[config.mk]
export PLATFORM = sky130hd
export DESIGN_NAME = ysyx_23060203_lsu
export DESIGN_NICKNAME = d
export VERILOG_FILES = /design/src/rtl/ysyx_23060203_lsu.sv
export SDC_FILE = /design/constraint.sdc
export NUM_CORES = 1
export LEC_CHECK = 0
export ABC_AREA = 1
export CORE_MARGIN = 2
export CORE_UTILIZATION = 40
export CTS_CLUSTER_SIZE = 12
export DETAILED_ROUTE_END_ITERATION = 8
export DONT_BUFFER_PORTS = 1
export PLACE_DENSITY = 0.58
export SYNTH_ARGS = -nofsm -noshare
export SYNTH_HDL_FRONTEND = slang
export SYNTH_SLANG_ARGS = --single-unit
[constraint.sdc]
create_clock -name clock -period 9.8 [get_ports clock]
set_input_delay 1.47 -clock clock [delete_from_list [all_inputs] [get_ports clock]]
set_output_delay 1.47 -clock clock [all_outputs]
set_load 0.05 [all_outputs]
[src/rtl/ysyx_23060203_lsu.sv]
// Load/store unit: one request per handshake, executed over an AXI4-Lite master, load data extended.
// Zero-wait bus gives out_valid 3 cycles after accept (1 for misaligned/no-op); out_valid holds until out_ready.
module ysyx_23060203_lsu (
    input  logic        clock,
    input  logic        reset,
    input  logic        in_valid,
    output logic        in_ready,
    input  logic        in_ren,
    input  logic        in_wen,
    input  logic [2:0]  in_func,
    input  logic [31:0] in_addr,
    input  logic [31:0] in_wdata,
    output logic        out_valid,
    input  logic        out_ready,
    output logic [31:0] out_rdata,
    output logic        out_err,
    output logic [31:0] araddr,
    output logic        arvalid,
    input  logic        arready,
    input  logic [31:0] rdata,
    input  logic [1:0]  rresp,
    input  logic        rvalid,
    output logic        rready,
    output logic [31:0] awaddr,
    output logic        awvalid,
    input  logic        awready,
    output logic [31:0] wdata,
    output logic [3:0]  wstrb,
    output logic        wvalid,
    input  logic        wready,
    input  logic [1:0]  bresp,
    input  logic        bvalid,
    output logic        bready
);

    typedef enum logic [2:0] {IDLE, RADDR, RDATA, WRITE, WRESP, DONE} state_e;

    state_e      state_q;
    logic [31:0] addr_q;
    logic [31:0] wdata_q;
    logic [31:0] rdata_q;
    logic [3:0]  wstrb_q;
    logic [2:0]  func_q;
    logic        err_q;
    logic        aw_done_q;
    logic        w_done_q;

    logic [4:0]  in_sh;
    logic        mis_d;
    logic [3:0]  strb_d;
    logic [31:0] rsh;
    logic [31:0] ld_d;
    logic        aw_ok;
    logic        w_ok;

    assign in_sh = {in_addr[1:0], 3'b000};

    // func[1:0] selects the access size; 11 (undefined) falls into the word case
    always_comb begin
        mis_d  = 1'b0;
        strb_d = 4'hF;
        case (in_func[1:0])
            2'b00: begin
                mis_d  = 1'b0;
                strb_d = 4'b0001 << in_addr[1:0];
            end
            2'b01: begin
                mis_d  = in_addr[0];
                strb_d = 4'b0011 << in_addr[1:0];
            end
            default: begin
                mis_d  = |in_addr[1:0];
                strb_d = 4'hF;
            end
        endcase
    end

    assign rsh = rdata >> {addr_q[1:0], 3'b000};

    always_comb begin
        ld_d = rsh;
        case (func_q)
            3'b000:  ld_d = {{24{rsh[7]}}, rsh[7:0]};
            3'b100:  ld_d = {24'd0, rsh[7:0]};
            3'b001:  ld_d = {{16{rsh[15]}}, rsh[15:0]};
            3'b101:  ld_d = {16'd0, rsh[15:0]};
            default: ld_d = rsh;
        endcase
    end

    // A channel counts as done if it completed earlier or completes this cycle
    assign aw_ok = aw_done_q | awready;
    assign w_ok  = w_done_q | wready;

    assign in_ready  = (state_q == IDLE);
    assign out_valid = (state_q == DONE);
    assign arvalid   = (state_q == RADDR);
    assign rready    = (state_q == RDATA);
    assign awvalid   = (state_q == WRITE) && !aw_done_q;
    assign wvalid    = (state_q == WRITE) && !w_done_q;
    assign bready    = (state_q == WRESP);
    assign araddr    = addr_q;
    assign awaddr    = addr_q;
    assign wdata     = wdata_q;
    assign wstrb     = wstrb_q;
    assign out_rdata = rdata_q;
    assign out_err   = err_q;

    always_ff @(posedge clock or posedge reset) begin
        if (reset) begin
            state_q   <= IDLE;
            addr_q    <= 32'd0;
            wdata_q   <= 32'd0;
            rdata_q   <= 32'd0;
            wstrb_q   <= 4'd0;
            func_q    <= 3'd0;
            err_q     <= 1'b0;
            aw_done_q <= 1'b0;
            w_done_q  <= 1'b0;
        end else begin
            case (state_q)
                IDLE: begin
                    if (in_valid) begin
                        addr_q    <= in_addr;
                        func_q    <= in_func;
                        wdata_q   <= in_wdata << in_sh;
                        wstrb_q   <= strb_d;
                        rdata_q   <= 32'd0;
                        err_q     <= 1'b0;
                        aw_done_q <= 1'b0;
                        w_done_q  <= 1'b0;
                        if (mis_d) begin
                            err_q   <= 1'b1;
                            state_q <= DONE;
                        end else if (in_wen) begin
                            state_q <= WRITE;
                        end else if (in_ren) begin
                            state_q <= RADDR;
                        end else begin
                            state_q <= DONE;
                        end
                    end
                end
                RADDR: begin
                    if (arready) state_q <= RDATA;
                end
                RDATA: begin
                    if (rvalid) begin
                        rdata_q <= ld_d;
                        err_q   <= (rresp != 2'b00);
                        state_q <= DONE;
                    end
                end
                WRITE: begin
                    if (awready) aw_done_q <= 1'b1;
                    if (wready)  w_done_q  <= 1'b1;
                    if (aw_ok && w_ok) state_q <= WRESP;
                end
                WRESP: begin
                    if (bvalid) begin
                        err_q   <= (bresp != 2'b00);
                        state_q <= DONE;
                    end
                end
                DONE: begin
                    if (out_ready) state_q <= IDLE;
                end
                default: state_q <= IDLE;
            endcase
        end
    end

endmodule

==> summary.txt <==
first-pass GRT wire length - 25,040 microns
Post-Synthesis Cells - 810
CTS max path bufs - 2
initial antenna violation count - 0
layout cell share with drive strength beyond 1 - 10.29%
status - finished, final reports clean
synthesized area per cell - 7.612 sq um
Tot GR Track Use - 19.46%
Area Growth Syn to Fin - -0.1217%
I/O Pins - 254
post-synth top area cell - dfrtp_1
fillers - 1,588
Critical Path RT - 8.33 ns
Routed WL per cell - 17.39 microns
Min-Delay Path Class - flop to flop
Overflow after GRT - 0
CP max FO - 10
core area - 15,150 sq um
WS Path Type - flop to output port
TNS Setup - 0 ns
DRT Pass-1 Iters - 4
Worst Setup End Kind - output port
Via density - 5.276
clock tree from TritonCTS - yes
combinational share of power - 26.3%
Detail Placement HPWL - 11,590 microns
Die Width - 128.2 microns
Post-CTS Setup Bufs - 0
flops & latches, synth - 109
top cell type's share of synthesized area - 44.24%
Max Slew Vio Count - 0
post-layout minimum cycle time - 3.486 ns
Leak Pwr - 0.003216 uW
ANT cells - 0
drt drc - 0
Row Count - 45
Worst-Margin Slew - 1.054 ns
NetSw - 1727 uW
Flop pwr share - 60.3%
Net Sw Frac - 62.59%
hold_buf cts - 0
yosys warns - 0
Clk pwr share - 13.4%
Starting Density - 40.71%
CTS H-tree depth - 3
Clk pin slew, worst setup/hold paths - 0.08 ns
fmax - 286.9 MHz
dominant synthesized flop cell - dfrtp_1
Root Buffer Master - clkbuf_16
critical path arrival - 2.02 ns
worst hold start - func_q[0]$_DFFE_PP0P_
DRC marker count from the first detailed-route iteration - 276
Final #Nets - 857
register area - 2729 sq um
port bufs - 0
pwr dens - 447.9 nW/um^2
number of global-route vias before repair - 4,776
max-cap violations - 0
final hold vios - 0
area occupied by multi-input gates - 2743 sq um
Rel. slew slack - 29.76%
maximum vdd drop - 0.2312 mV
EDFF count, synth - 0
largest net degree at the start of global routing - 92
RePlAce Congestion - 0.9486
Netlist Area Pre-Place - 6166 sq um
Synth cell types - 29
CP Launch Type - flop
crit share post-route - 35.57%
Resized Gates After CTS - 0
number of setup violations in the final report - 0
largest cells by area after synthesis - dfrtp_1 (44%), nand2_1 (24%), nand3_1 (5.1%)
Clock Sinks - 109
WL final - 16,270 microns
RSZ-0062 raised after global routing - no
Final Core Density - 40.66%
ANT nets after route - 0
worst setup path start - state_q[1]$_DFFE_PP0P_
Synth async-reset ratio - 100.0%
clk_lat worst skew - 0.35 ns
internal power - 1032 uW
worst r2r src - state_q[0]$_DFFE_PP0P_
Setup Skew - 0.008163 ns
Die Y - 128.2 microns
hold_ws - 0.4962 ns
via count - 4,938
Reg2Reg Setup Slack - 7.03 ns
die area - 16,420 sq um
register area share after synthesis - 44.24%
Num CTS Buffers - 9
syn nets - 924
[stage by stage]
| step | std cells | instance area, sq um | setup slack, ns | power, uW |
|---|---|---|---|---|
| floorplan | 810 | 6166 | 5.456 | 2368 |
| CTS | 936 | 6158 | 6.296 | 2786 |
| global route | 936 | 6158 | 6.205 | 2917 |
| detailed placement | 920 | 5854 | 6.590 | 2411 |
| global placement | 920 | 5854 | 6.648 | 2387 |
| finish | 936 | 6158 | 6.314 | 2759 |
[registers in the layout, indices dropped and copies added, names as in the netlist]
register   flops
state_q        3
w_done_q       1
wstrb          4
func_q         3
araddr        32
wdata         32
out_err        1
aw_done_q      1
out_rdata     32
[power by group through the flow]
stage | clock network, uW | logic, uW | registers, uW
3_5_place_dp | 0 | 735 | 1680
4_1_cts | 382 | 734 | 1670
2_1_floorplan | 0 | 1000 | 1370
5_1_grt | 399 | 823 | 1700
6_report | 370 | 724 | 1660
3_3_place_gp | 0 | 713 | 1670
[worst max-delay path, cell delays in order, from the launching register on]
cell     delay [ns]
dfrtp_1        0.66
nand3_1        0.27
nor2_1         0.74
[synth_stat cells, types with 2 or more instances]
master / instances
a21oi_1: 21
a21oi_2: 6
a2bb2oi_2: 3
buf_1: 2
buf_2: 17
buf_4: 42
buf_6: 12
clkbuf_1: 8
dfrtp_1: 109
inv_1: 20
inv_2: 3
inv_4: 4
nand2_1: 392
nand2_2: 2
nand2_4: 4
nand3_1: 63
nand3_2: 3
nand3_4: 3
nor2_1: 25
nor2_4: 2
nor2_8: 2
nor3_1: 2
o21ai_0: 38
o22ai_1: 2
o31ai_2: 15
or2_2: 7
[cells by family after synthesis]
family	share of synthesized area [%]
compound gates	9.618
buf+inv	11.28
flops	44.24
simple gates	34.86
[final timing paths]
check                                          to  cells past startpoint
max reg2reg                 wdata[31]$_DFFE_PP0P_                      7
min reg2reg                 func_q[0]$_DFFE_PP0P_                      2
min                         func_q[0]$_DFFE_PP0P_                      2
max in group asynchronous   araddr[0]$_DFFE_PP0P_                      2
max                                        wvalid                      2
min in group asynchronous  araddr[22]$_DFFE_PP0P_                      1
[per-layer routing]
metal	wire, microns	track usage, %	part of all wire, %
met1	6453	22.51	40
met2	7754	32.12	48
met3	1744	8.765	11
met4	322	6.658	2.0
met5	0	0	0
[cell usage in the layout (no fill, tap or decap), types with 2 or more instances in the layout]
cell,n
a21oi_1,21
a21oi_2,6
a2bb2oi_2,3
buf_4,3
clkbuf_16,9
clkinv_4,2
clkinv_8,2
dfrtp_1,108
inv_1,19
inv_2,3
inv_4,5
inv_6,2
inv_8,2
nand2_1,392
nand2_2,2
nand2_4,4
nand3_1,63
nand3_2,3
nand3_4,3
nor2_1,25
nor2_4,2
nor2_8,2
nor3_1,2
o21ai_0,38
o22ai_1,2
o31ai_2,15
or2_2,7
[area by class of cell]
| type | count | area share [%] |
|---|---|---|
| clock buffer | 9 | 3.657 |
| clock inverter | 7 | 1.280 |
| inverter | 28 | 2.032 |
| multi-input combinational | 592 | 44.53 |
| sequential | 109 | 44.31 |
| tap | 188 | 3.820 |
| timing repair buffer | 3 | 0.3657 |
No activity file was read; power rests on OpenSTA's default activity.
